**config.mk**
```make
export PLATFORM = sky130hd
export DESIGN_NAME = rgb_pwm_driver_flat
export DESIGN_NICKNAME = d
export VERILOG_FILES = /design/src/rtl/rgb_pwm_if.sv /design/src/rtl/rgb_pwm_driver.sv /design/src/flat_wrapper.sv
export SDC_FILE = /design/constraint.sdc
export NUM_CORES = 1
export LEC_CHECK = 0
export ABC_AREA = 1
export CORE_AREA = 2 2 56 53
export DETAILED_ROUTE_END_ITERATION = 16
export DIE_AREA = 0 0 58 55
export DONT_BUFFER_PORTS = 1
export GPL_ROUTABILITY_DRIVEN = 0
export PLACE_DENSITY_LB_ADDON = 0.3
export RECOVER_POWER = 50
export SYNTH_ARGS = -nofsm -noshare
export SYNTH_HDL_FRONTEND = slang
export SYNTH_SLANG_ARGS = --single-unit
```
**constraint.sdc**
```tcl
create_clock -name clk -period 2.24 [get_ports clk]
set_input_delay 0.672 -clock clk [delete_from_list [all_inputs] [get_ports clk]]
set_output_delay 0.672 -clock clk [all_outputs]
set_load 0.05 [all_outputs]
```
**src/rtl/rgb_pwm_if.sv**
```systemverilog
// rtl/rgb_pwm_if.sv - signal bundle between the comparator-side driver and the RGB PWM stage
//
// Purpose: groups the control/flag inputs and LED/status outputs of
// rgb_pwm_driver so they travel as one port.
// Signals:
//   en        1 = drive LED, 0 = LED dark
//   r_in/g_in/b_in  comparator flags, asynchronous to clk
//   duty      brightness, LED on for duty of every 2**CNT_W cycles
//   led_r/g/b registered PWM outputs
//   pwm_wrap  last cycle of a PWM period while active
//   changed   1-cycle pulse after a new pattern is latched
// Modports: master drives the inputs, slave is the PWM driver.
interface rgb_pwm_if #(
  parameter int CNT_W = 8
);
  logic             en;
  logic             r_in;
  logic             g_in;
  logic             b_in;
  logic [CNT_W-1:0] duty;
  logic             led_r;
  logic             led_g;
  logic             led_b;
  logic             pwm_wrap;
  logic             changed;

  modport master (
    output en, r_in, g_in, b_in, duty,
    input  led_r, led_g, led_b, pwm_wrap, changed
  );

  modport slave (
    input  en, r_in, g_in, b_in, duty,
    output led_r, led_g, led_b, pwm_wrap, changed
  );
endinterface

```
**src/rtl/rgb_pwm_driver.sv**
```systemverilog
// rtl/rgb_pwm_driver.sv - RGB LED PWM driver with period-aligned pattern update and change flash
//
// Purpose: synchronises the comparator R/G/B flags, latches a new colour
// only at PWM period boundaries and drives the LED with duty-controlled PWM.
// A colour change is shown at full brightness for FLASH_PERIODS periods.
// Ports:
//   clk  system clock, rising edge
//   rst  synchronous, active-high reset
//   bus  rgb_pwm_if.slave (en, flags, duty in; led_*, pwm_wrap, changed out)
module rgb_pwm_driver #(
  parameter int CNT_W         = 8,
  parameter int FLASH_PERIODS = 4
) (
  input logic      clk,
  input logic      rst,
  rgb_pwm_if.slave bus
);
  localparam logic [1:0] ST_IDLE  = 2'd0;
  localparam logic [1:0] ST_RUN   = 2'd1;
  localparam logic [1:0] ST_FLASH = 2'd2;

  localparam int FW = (FLASH_PERIODS > 0) ? $clog2(FLASH_PERIODS + 1) : 1;
  localparam logic [FW-1:0]    FLASH_LOAD = FW'(FLASH_PERIODS);
  localparam logic [CNT_W-1:0] CNT_MAX    = '1;

  logic [1:0]       state;
  logic [CNT_W-1:0] cnt;
  logic [CNT_W-1:0] duty_q;
  logic [2:0]       sync1;
  logic [2:0]       rgb_s;
  logic [2:0]       pat;
  logic [2:0]       led;
  logic [FW-1:0]    flash_cnt;
  logic             changed_q;
  logic             at_wrap;

  assign at_wrap = (state != ST_IDLE) && (cnt == CNT_MAX);

  assign bus.led_r    = led[2];
  assign bus.led_g    = led[1];
  assign bus.led_b    = led[0];
  assign bus.pwm_wrap = at_wrap;
  assign bus.changed  = changed_q;

  always_ff @(posedge clk) begin
    if (rst) begin
      state     <= ST_IDLE;
      cnt       <= '0;
      duty_q    <= '0;
      sync1     <= 3'b000;
      rgb_s     <= 3'b000;
      pat       <= 3'b000;
      led       <= 3'b000;
      flash_cnt <= '0;
      changed_q <= 1'b0;
    end else begin
      sync1     <= {bus.r_in, bus.g_in, bus.b_in};
      rgb_s     <= sync1;
      changed_q <= 1'b0;
      case (state)
        ST_RUN, ST_FLASH: begin
          if (!bus.en) begin
            // Disable wins over a coincident boundary: pattern is left alone.
            state     <= ST_IDLE;
            cnt       <= '0;
            led       <= 3'b000;
            flash_cnt <= '0;
          end else begin
            cnt <= cnt + CNT_W'(1);
            // LED follows cnt by one cycle.
            led <= (state == ST_FLASH) ? pat : (pat & {3{cnt < duty_q}});
            if (at_wrap) begin
              duty_q <= bus.duty;
              if (rgb_s != pat) begin
                pat       <= rgb_s;
                changed_q <= 1'b1;
                if (FLASH_PERIODS > 0) begin
                  state     <= ST_FLASH;
                  flash_cnt <= FLASH_LOAD;
                end
              end else if (state == ST_FLASH) begin
                flash_cnt <= flash_cnt - FW'(1);
                if (flash_cnt == FW'(1)) begin
                  state <= ST_RUN;
                end
              end
            end
          end
        end
        default: begin
          // IDLE (and any illegal encoding): counter parked, LED dark.
          cnt <= '0;
          led <= 3'b000;
          if (bus.en) begin
            state  <= ST_RUN;
            pat    <= rgb_s;
            duty_q <= bus.duty;
          end else begin
            state <= ST_IDLE;
          end
        end
      endcase
    end
  end
endmodule

```
**src/flat_wrapper.sv**
```systemverilog
// flat-port wrapper written by rule: the top's interface ports become plain ports
module rgb_pwm_driver_flat 
#(
  parameter int CNT_W         = 8,
  parameter int FLASH_PERIODS = 4
)
  (clk, rst, bus_en, bus_r_in, bus_g_in, bus_b_in, bus_duty, bus_led_r, bus_led_g, bus_led_b, bus_pwm_wrap, bus_changed);
  rgb_pwm_if #(.CNT_W(CNT_W)) bus_i ();
  input logic clk;
  input logic rst;
  input wire logic [$bits(bus_i.en)-1:0] bus_en;
  input wire logic [$bits(bus_i.r_in)-1:0] bus_r_in;
  input wire logic [$bits(bus_i.g_in)-1:0] bus_g_in;
  input wire logic [$bits(bus_i.b_in)-1:0] bus_b_in;
  input wire logic [$bits(bus_i.duty)-1:0] bus_duty;
  output wire logic [$bits(bus_i.led_r)-1:0] bus_led_r;
  output wire logic [$bits(bus_i.led_g)-1:0] bus_led_g;
  output wire logic [$bits(bus_i.led_b)-1:0] bus_led_b;
  output wire logic [$bits(bus_i.pwm_wrap)-1:0] bus_pwm_wrap;
  output wire logic [$bits(bus_i.changed)-1:0] bus_changed;
  assign bus_i.en = bus_en;
  assign bus_i.r_in = bus_r_in;
  assign bus_i.g_in = bus_g_in;
  assign bus_i.b_in = bus_b_in;
  assign bus_i.duty = bus_duty;
  assign bus_led_r = bus_i.led_r;
  assign bus_led_g = bus_i.led_g;
  assign bus_led_b = bus_i.led_b;
  assign bus_pwm_wrap = bus_i.pwm_wrap;
  assign bus_changed = bus_i.changed;
  rgb_pwm_driver #(.CNT_W(CNT_W), .FLASH_PERIODS(FLASH_PERIODS)) u_core (.clk(clk), .rst(rst), .bus(bus_i));
endmodule
```
==> impl_metrics.py <==
metrics = {
    "clocking": {
        "cts-buffers-inserted": 5,
        "clk_pin_slew_ns": 0.11,
        "post-cts-setup-buffer-count": 0,
        "root_buffer": "clkbuf_4",
        "ctsHtreeMaxLevel": 2,
        "clk_latency_ns": 0.34,
        "holdBufCountCts": 0,
        "clockBufferDepth": 2,
        "cts_tree": "built",
        "cts.sinks": 34,
    },
    "finish": {
        "layout-drive-gt1-share": 0.08716,
        "area_growth_pct": 1.968,
        "antenna-diode-count": 0,
        "finish.utilization": 0.6451,
        "nFillCells": 226,
        "layout.cells.non_filler": 248,
        "fin_nets": 243,
    },
    "sta": {
        "rsz0062_at_grt": "no",
        "final.setup.tns_ns": 0,
        "fin_hold_ws_ns": 0.3845,
        "worst_slew_pin_slew_ns": 0.5297,
        "min_period_over_period": 0.9314,
        "hold_viol": 0,
        "slew_headroom": 0.6456,
        "setup-violations-final": 0,
        "slew_viol_final": 0,
        "fmax_mhz": 479.3,
        "fin_skew_ns": 0.01592,
        "period_minus_slack_ns": 2.086,
    },
    "drt": {
        "dr.pass1.iters": 5,
        "routed_wl_um": 2917,
        "routed_via_density": 5.218,
        "drc": 0,
        "wl_per_cell_um": 11.76,
        "drtAntennaViolNets": 0,
        "num_vias": 1294,
        "drt_iter0_markers": 38,
    },
    "logic_synthesis": {
        "yosysUniqueCellTypes": 28,
        "syn-instance-count": 214,
        "ys_ff_latch": 34,
        "synth_top_family_by_area": "simple AND/OR/NAND/NOR gates",
        "syn_area_per_cell_um2": 7.724,
        "synth-compound-area-share": 0.1219,
        "synth_fa_ha_area_frac": 0.09084,
        "yosys.area_share.simple": 0.2392,
        "yosys-mux-area-fraction": 0,
        "synth_xor_area_frac": 0.02044,
        "syn_nets": 240,
        "synth-seq-area-share": 0.4118,
        "syn_area_um2": 1653,
        "yosysWarningCount": 0,
    },
    "global_routing": {
        "antenna_found_initial": 0,
        "grt_pass1_vias": 1190,
        "grt_remaining_overflow": 0,
        "grt_pass1_wl_um": 4816,
        "grt.total_usage": 0.2081,
        "grt_max_degree": 17,
    },
    "floorplanning": {
        "ios": 19,
        "coreArea_um2": 2613,
        "std_cell_rows": 18,
        "initial_core_util": 0.6327,
        "die_w_um": 58,
        "fp.dieArea_um2": 3190,
        "die_y_um": 55,
    },
    "min_path": {
        "min_path_type": "primary input to flip-flop",
    },
    "pwr": {
        "p_leak_nw": 0.7304,
        "peakVddDrop_mv": 0.5219,
        "cellPowerDensity_nw_per_um2": 668.2,
        "p_total_mw": 1.126,
    },
    "worst_setup_path": {
        "cp.required_ns": 1.57,
        "path_max_fanout": 3,
        "path_class": "flip-flop to primary output",
        "end_kind": "primary output",
        "start_kind": "flip-flop",
        "arrival_ns": 1.41,
    },
    "placed_design": {
        "placedCellCount": 240,
        "portBuffers": 0,
        "dp_hpwl_um": 2201,
    },
    "flow_run": {
        "maxCapViolations": 0,
    },
    "run_status": {
        "outcome": "complete, no violations",
    },
}
-- routing by layer --
layer	GRT usage	share of wire	up-vias
met4	0.1202	0.020	0
li1	-	-	685
met5	0	0	-
met3	0.07209	0.032	6
met1	0.2278	0.47	583
met2	0.3580	0.47	20
-- metrics by stage --
stage | area, µm² | worst slack (ns)
detailed placement | 1642 | 0.3111
floorplan | 1653 | 0.4367
CTS | 1703 | 0.04651
global route | 1685 | 0.02744
finish | 1685 | 0.1537
global placement | 1642 | 0.3884
-- sequential cells by signal, indices dropped and copies added (netlist names) --
signal	count
u_core.flash_cnt	3
u_core.pat	3
u_core.state	2
u_core.bus.changed	1
u_core.led	3
u_core.sync1	3
u_core.cnt	8
u_core.rgb_s	3
u_core.duty_q	8
-- synth_stat cells (all sizes together) --
master | number | area [µm²]
buf | 2 | 16.26
nor3 | 2 | 10.01
clkbuf | 1 | 13.76
a211oi | 1 | 7.510
ha | 12 | 150.1
nand2 | 39 | 161.4
dfxtp | 34 | 680.7
nand3 | 13 | 75.07
o21a | 1 | 7.510
xnor2 | 1 | 16.27
o21ai | 14 | 70.06
xor2 | 2 | 17.52
nand4 | 2 | 12.51
inv | 37 | 138.9
nor2 | 29 | 128.9
a21oi | 21 | 116.4
nor3b | 1 | 7.510
clkinv | 1 | 3.750
bufbuf | 1 | 18.77
-- path summary, 6_finish.rpt --
path / depth (start not counted) / slack (ns) / end / startpoint
max: 7 / 0.15 / bus_pwm_wrap / u_core.state[1]$_SDFFE_PP0P_
min: 1 / 0.38 / u_core.pat[0]$_SDFFE_PP0P_ / rst
max reg2reg: 7 / 0.36 / u_core.cnt[4]$_SDFF_PP0_ / u_core.state[1]$_SDFFE_PP0P_
min reg2reg: 2 / 0.41 / u_core.rgb_s[1]$_SDFF_PP0_ / u_core.sync1[1]$_SDFF_PP0_
-- critical path, cell delays in order, from the launching register on --
cell and delay (ns):
dfxtp_1 0.38, inv_1 0.05, ha_1 0.17, inv_1 0.05
nand2_1 0.05, nor2_2 0.13, nand2_4 0.08, inv_4 0.15
-- what timing repair did --
item	CTS	global route
setup endpoints to repair	1	1
gates resized for setup	1	2
gates cloned	0	0
-- report_power, final --
| group | total [mW] | internal, mW | switching, mW |
|---|---|---|---|
| Sequential | 0.643 | 0.631 | 0.0122 |
| Combinational | 0.133 | 0.0476 | 0.0856 |
| Clock | 0.350 | 0.152 | 0.198 |
| Total | 1.13 | 0.830 | 0.296 |
-- cell type report --
type                    count  area, µm²  share of cell area
multi-input cells         138      762.0              0.4521
flip-flops and latches     34      680.7              0.4039
inverters                  38      145.1             0.08612
clock buffers               7      55.05             0.03267
well taps                  30      37.54             0.02227
clock inverters             1      5.005            0.002970
-- cell usage in the layout (no fill, tap or decap), drive strengths merged --
master and n:
a211oi 1, a21oi 21, clkbuf 7, clkinv 1
dfxtp 34, ha 12, inv 38, nand2 39
nand3 13, nand4 2, nor2 29, nor3 2
nor3b 1, o21a 1, o21ai 14, xnor2 1
xor2 2
-- cells by family (layout without fill, tap and decap cells) --
group / after synthesis / in the layout
adder cells (fa/ha/maj): 12 / 12
flip-flops: 34 / 34
buffers and inverters: 42 / 46
XOR/XNOR: 3 / 3
AO/OA/AOI/OAI: 37 / 37
AND/OR/NAND/NOR: 86 / 86
Power figures use the tool's default switching activity.
